[src/rtl/mem_arbiter.sv]
// Single-port RAM arbiter between the instruction and data caches.
// Data requests win unless an instruction fetch has been passed over STARVE_LIMIT times.
module mem_arbiter #(
  parameter int WORD_W       = 32,
  parameter int STARVE_LIMIT = 4
) (
  input  logic              CLK,
  input  logic              RST,
  input  logic              iREN,
  input  logic [WORD_W-1:0] iaddr,
  output logic [WORD_W-1:0] iload,
  output logic              iwait,
  input  logic              dREN,
  input  logic              dWEN,
  input  logic [WORD_W-1:0] daddr,
  input  logic [WORD_W-1:0] dstore,
  output logic [WORD_W-1:0] dload,
  output logic              dwait,
  output logic              ramREN,
  output logic              ramWEN,
  output logic [WORD_W-1:0] ramaddr,
  output logic [WORD_W-1:0] ramstore,
  input  logic [WORD_W-1:0] ramload,
  input  logic [1:0]        ramstate
);

  localparam logic [1:0] RAM_ACCESS = 2'd2;
  localparam logic [3:0] LIMIT      = 4'(STARVE_LIMIT);

  typedef enum logic [1:0] {IDLE, DGRANT, IGRANT} state_e;

  state_e     state_q, state_d;
  logic [3:0] starveCnt_q, starveCnt_d;
  logic       dReq;
  logic       ramDone;

  assign dReq    = dREN | dWEN;
  assign ramDone = (ramstate == RAM_ACCESS);
  assign iload   = ramload;
  assign dload   = ramload;

  always_ff @(posedge CLK) begin
    if (RST) begin
      state_q     <= IDLE;
      starveCnt_q <= 4'd0;
    end else begin
      state_q     <= state_d;
      starveCnt_q <= starveCnt_d;
    end
  end

  // Waits only fall on ACCESS while the request is still held, so an abort never pulses a wait.
  always_comb begin
    state_d     = state_q;
    starveCnt_d = starveCnt_q;
    iwait       = 1'b1;
    dwait       = 1'b1;
    ramREN      = 1'b0;
    ramWEN      = 1'b0;
    ramaddr     = '0;
    ramstore    = '0;

    case (state_q)
      IDLE: begin
        if (!iREN) starveCnt_d = 4'd0;
        if (dReq && !(iREN && starveCnt_q == LIMIT)) begin
          state_d = DGRANT;
          if (iREN && starveCnt_q < LIMIT) starveCnt_d = starveCnt_q + 4'd1;
        end else if (iREN) begin
          state_d     = IGRANT;
          starveCnt_d = 4'd0;
        end
      end
      DGRANT: begin
        ramaddr  = daddr;
        ramstore = dstore;
        ramWEN   = dWEN;
        ramREN   = dREN & ~dWEN;
        dwait    = ~(dReq & ramDone);
        if (!dReq || ramDone) state_d = IDLE;
      end
      IGRANT: begin
        ramaddr = iaddr;
        ramREN  = iREN;
        iwait   = ~(iREN & ramDone);
        if (!iREN || ramDone) state_d = IDLE;
      end
      default: state_d = IDLE;
    endcase

    if (RST) begin
      state_d     = IDLE;
      starveCnt_d = 4'd0;
      iwait       = 1'b1;
      dwait       = 1'b1;
      ramREN      = 1'b0;
      ramWEN      = 1'b0;
      ramaddr     = '0;
      ramstore    = '0;
    end
  end

endmodule

[config.mk]
export PLATFORM = sky130hd
export DESIGN_NAME = mem_arbiter
export DESIGN_NICKNAME = d
export VERILOG_FILES = /design/src/rtl/mem_arbiter.sv
export SDC_FILE = /design/constraint.sdc
export NUM_CORES = 1
export LEC_CHECK = 0
export ABC_CLOCK_PERIOD_IN_PS = 4430
export CAP_MARGIN = 0
export CORE_AREA = 2 2 103 105
export CTS_BUF_LIST = sky130_fd_sc_hd__clkbuf_8
export CTS_CLUSTER_SIZE = 20
export DETAILED_ROUTE_END_ITERATION = 16
export DIE_AREA = 0 0 105 107
export GPL_TIMING_DRIVEN = 0
export PLACE_DENSITY_LB_ADDON = 0.12
export SLEW_MARGIN = 20
export SYNTH_ARGS = -nofsm -noshare
export SYNTH_HDL_FRONTEND = slang
export SYNTH_SLANG_ARGS = --single-unit
[constraint.sdc]
create_clock -name CLK -period 4.43 [get_ports CLK]
set_clock_uncertainty 0.1 [all_clocks]
set_input_delay 0.886 -clock CLK [delete_from_list [all_inputs] [get_ports CLK]]
set_output_delay 0.886 -clock CLK [all_outputs]
set_load 0.01 [all_outputs]
==> metrics.txt <==
# TYPE chip_impl_metric gauge
chip_impl_info{name="run_status",value="completed"} 1
chip_impl_metric{name="detailedRoute.firstIterationViolations",unit=""} 68
chip_impl_metric{name="setup-violations-final",unit=""} 0
chip_impl_metric{name="grt_pass1_vias",unit=""} 2389
chip_impl_metric{name="global_route.overflow_total",unit=""} 0
chip_impl_metric{name="routed_wl",unit="µm"} 8480
chip_impl_metric{name="die_height",unit="µm"} 107
chip_impl_info{name="crit_path_end_kind",value="output pin"} 1
chip_impl_metric{name="cell_internal_pwr",unit="W"} 0.000376
chip_impl_metric{name="min_period",unit="ns"} 3.83
chip_impl_metric{name="met3WireLength",unit="µm"} 1050
chip_impl_metric{name="critPathArrivalTime",unit="ns"} 2.85
chip_impl_metric{name="syn_area",unit="µm²"} 1560
chip_impl_metric{name="pwr-share-clk",unit=""} 0.142
chip_impl_metric{name="setup.reg_to_reg.worst_slack",unit="ns"} 2.87
chip_impl_metric{name="finalWorstSetupSlack",unit="ns"} 0.596
chip_impl_metric{name="placement_rows",unit=""} 37
chip_impl_metric{name="initial_core_util",unit=""} 0.154
chip_impl_metric{name="post_cts_hold_buffer_count",unit=""} 0
chip_impl_metric{name="met1_length",unit="µm"} 2870
chip_impl_metric{name="place_hpwl",unit="µm"} 7510
chip_impl_metric{name="synthesis.yosys.warnings",unit=""} 0
chip_impl_metric{name="post_cts.resized_instances",unit=""} 0
chip_impl_metric{name="achievable-frequency",unit="GHz"} 0.261
chip_impl_metric{name="clock_sink_count",unit=""} 6
chip_impl_metric{name="numCtsBuffers",unit=""} 3
chip_impl_metric{name="synth_mux_area_frac",unit=""} 0.0129
chip_impl_info{name="route.top_layer_used",value="met4"} 1
chip_impl_metric{name="drv_slew",unit=""} 0
chip_impl_metric{name="synthAdderAreaFrac",unit=""} 0.0483
chip_impl_metric{name="synth-seq-area-share",unit=""} 0.0772
chip_impl_metric{name="cp_slowest_stage_delay",unit="ns"} 0.60
chip_impl_metric{name="initial_antenna_violation_count",unit=""} 0
chip_impl_metric{name="drtPass1Iterations",unit=""} 4
chip_impl_metric{name="final.setup.tns",unit="ns"} 0
chip_impl_metric{name="pwr-share-seq",unit=""} 0.110
chip_impl_metric{name="cp_data_required_time",unit="ns"} 3.44
chip_impl_metric{name="number_of_hold_violations_in_the_final_report",unit=""} 0
chip_impl_metric{name="yosys.area_share.simple",unit=""} 0.277
chip_impl_info{name="critical_path.most_common_cell",value="sky130_fd_sc_hd__clkdlybuf4s50_1"} 1
chip_impl_metric{name="portBuffers",unit=""} 234
chip_impl_metric{name="synth.ff_latch_count",unit=""} 6
chip_impl_metric{name="wl_met2",unit="µm"} 4450
chip_impl_metric{name="synth_area_per_cell",unit="µm²"} 6.82
chip_impl_metric{name="power.switching_fraction",unit=""} 0.328
chip_impl_metric{name="synth_largest_type_area_fraction",unit=""} 0.309
chip_impl_metric{name="power_density",unit="nW/µm²"} 136
chip_impl_metric{name="synth_compound_area_frac",unit=""} 0.216
chip_impl_metric{name="final_antenna_net_count",unit=""} 0
chip_impl_metric{name="detail_route.wl_per_cell",unit="µm"} 14.1
chip_impl_metric{name="boundaryPins",unit=""} 267
chip_impl_metric{name="design.core.area",unit="µm²"} 10100
chip_impl_metric{name="fillCellCount",unit=""} 1073
chip_impl_info{name="crit_path_cell_trace",value="clkdlybuf4s50_1 > nor2b_1 > clkbuf_2 > and2_1 > clkdlybuf4s50_1"} 1
chip_impl_metric{name="p_leak",unit="nW"} 1.62
chip_impl_metric{name="maximum_number_of_pins_on_one_net_before_global_route_repair",unit=""} 11
chip_impl_metric{name="synthesis.instances",unit=""} 228
chip_impl_info{name="worst-setup-path-type",value="in -> out"} 1
chip_impl_info{name="rsz_0062_raised_after_global_routing",value="no"} 1
chip_impl_metric{name="die_x",unit="µm"} 105
chip_impl_metric{name="grt_first_pass_wirelength",unit="µm"} 12600
chip_impl_info{name="path_delay_family",value="buffers and inverters"} 1
chip_impl_metric{name="clk_path_buf_depth",unit=""} 2
chip_impl_metric{name="synthDistinctLibCells",unit=""} 30
chip_impl_metric{name="slew-limit-headroom",unit=""} 0.604
chip_impl_info{name="tritoncts",value="yes"} 1
chip_impl_info{name="synth_largest_area_cell",value="sky130_fd_sc_hd__buf_4"} 1
chip_impl_metric{name="synth-xor-area-share",unit=""} 0
chip_impl_metric{name="die-area",unit="µm²"} 11200
chip_impl_metric{name="finalWeightedCongestion",unit=""} 0.736
chip_impl_info{name="dominant_combinational_cell_family_by_area_after_synthesis",value="buffers and inverters"} 1
chip_impl_metric{name="grt_util_all_layers",unit=""} 0.141
chip_impl_metric{name="mappedNetlistNets",unit=""} 369
chip_impl_info{name="ys_top_cells_by_area",value="sky130_fd_sc_hd__buf_4 (31%), sky130_fd_sc_hd__a22oi_1 (15%), sky130_fd_sc_hd__and2_1 (13%)"} 1
chip_impl_metric{name="final_min_period_over_clock_period",unit=""} 0.865
chip_impl_info{name="cts_root_buffer",value="sky130_fd_sc_hd__clkbuf_8"} 1
chip_impl_metric{name="vdd_drop_max",unit="mV"} 0.108
chip_impl_metric{name="placement.setup.worst_slack",unit="ns"} 0.561
chip_impl_metric{name="drive_above_1_share",unit=""} 0.170
chip_impl_metric{name="layout-area-overhead-vs-synth",unit="%"} 164
chip_impl_metric{name="detail_route.vias_per_cell",unit=""} 3.96
chip_impl_info{name="layout_commonest_cell",value="sky130_fd_sc_hd__clkdlybuf4s50_1"} 1
chip_impl_metric{name="worstPathBufferInverterCount",unit=""} 3
chip_impl_info{name="most_frequent_cells_in_the_layout",value="sky130_fd_sc_hd__clkdlybuf4s50_1 (234), sky130_fd_sc_hd__buf_4 (64), sky130_fd_sc_hd__nor2_1 (35), sky130_fd_sc_hd__and2_1 (33), sky130_fd_sc_hd__a22oi_1 (32)"} 1
chip_impl_metric{name="power_switching",unit="W"} 0.000184
chip_impl_metric{name="nets",unit=""} 608
chip_impl_metric{name="dr_total_vias",unit=""} 2380
chip_impl_info{name="cell_with_the_largest_stage_delay_on_the_worst_path",value="sky130_fd_sc_hd__clkdlybuf4s50_1"} 1
chip_impl_metric{name="cts.htree.levels",unit=""} 1
chip_impl_metric{name="drc",unit=""} 0
chip_impl_info{name="cp-start-kind",value="input pin"} 1
chip_impl_metric{name="antennaDiodeCount",unit=""} 0
chip_impl_metric{name="clkLatencyLatePin",unit="ns"} 0.22
chip_impl_metric{name="power.combinational.fraction",unit=""} 0.748
chip_impl_metric{name="cts.reportedPaths.clkPinSlew",unit="ns"} 0.03
chip_impl_info{name="worst_hold_path_type",value="reg -> reg"} 1
chip_impl_metric{name="post_cts.repair.setup_buffers",unit=""} 0
chip_impl_metric{name="max_cap_viol_count",unit=""} 0
chip_impl_metric{name="path_max_fanout",unit=""} 10
chip_impl_metric{name="worstMarginPinSlew",unit="ns"} 0.593
chip_impl_metric{name="final_util",unit=""} 0.407
## synthesized netlist by cell type, drive strengths merged
| cell | n |
|---|---|
| inv | 8 |
| and3b | 1 |
| and2 | 33 |
| ha | 6 |
| nand3 | 2 |
| nand2 | 5 |
| a31oi | 1 |
| buf | 69 |
| clkbuf | 9 |
| o21ai | 4 |
| o21a | 1 |
| a32oi | 1 |
| o21ba | 1 |
| a21oi | 3 |
| a211oi | 1 |
| nor4b | 1 |
| a32o | 1 |
| nand3b | 3 |
| dfxtp | 6 |
| nand2b | 1 |
| mux2i | 2 |
| a22oi | 32 |
| nor2b | 1 |
| nor3 | 1 |
| nor2 | 35 |
## layer usage
layer  GRT usage  vias to the layer above
met3      0.0596                        8
met4      0.0314                        0
met5           0                        -
met2       0.270                      154
li1            -                     1170
met1       0.141                     1048
## stage by stage
stage	power [W]	instances	hold WS, ns	cell area (µm²)
after CTS	0.000570	601	0.388	4110
after detailed placement	0.000487	598	0.383	4070
after global placement	0.000483	598	0.378	4070
after global routing	0.000607	601	0.434	4110
final	0.000561	601	0.378	4110
after floorplan	0.000246	228	0.351	1560
## registers in the layout, indices dropped and copies added (netlist names)
signal       count
starveCnt_q      4
state_q          2
## tightest hold or removal path, cell delays in order (launching register included)
cell and delay (ns):
sky130_fd_sc_hd__dfxtp_1 0.32, sky130_fd_sc_hd__nand2_1 0.06, sky130_fd_sc_hd__mux2i_1 0.05
## kinds of logic (layout without fill, tap and decap cells)
logic type | Yosys count | count (layout)
flops | 6 | 6
mux | 2 | 2
fa+ha+maj | 6 | 6
compound gates | 45 | 45
simple gates | 83 | 83
buf+inv | 86 | 323
## power by group through the flow
stage	clock network [W]	registers, W	logic, W
3_5_place_dp	0	0.0000628	0.000424
4_1_cts	0.0000827	0.0000620	0.000425
5_1_grt	0.0000881	0.0000627	0.000456
2_1_floorplan	0	0.0000620	0.000184
3_3_place_gp	0	0.0000627	0.000420
6_report	0.0000796	0.0000619	0.000419
## final cells by class
cell class,instances,area (µm²),area share
timing repair buffer,234,2340,0.570
multi-input combinational,136,862,0.210
buffer,78,543,0.132
tap,136,170,0.0414
sequential,6,120,0.0292
clock buffer,3,41.3,0.0100
inverter,8,30.0,0.00731
## worst paths after layout
| kind | from | endpoint | cells after the start |
|---|---|---|---|
| hold reg to reg | state_q[1]$_SDFFE_PP0P_ | state_q[1]$_SDFFE_PP0P_ | 2 |
| setup reg to reg | state_q[0]$_SDFFE_PP0P_ | state_q[0]$_SDFFE_PP0P_ | 7 |
| setup / recovery | RST | ramstore[9] | 5 |
| hold / removal | state_q[1]$_SDFFE_PP0P_ | state_q[1]$_SDFFE_PP0P_ | 2 |
(Power assumes the default switching activity.)
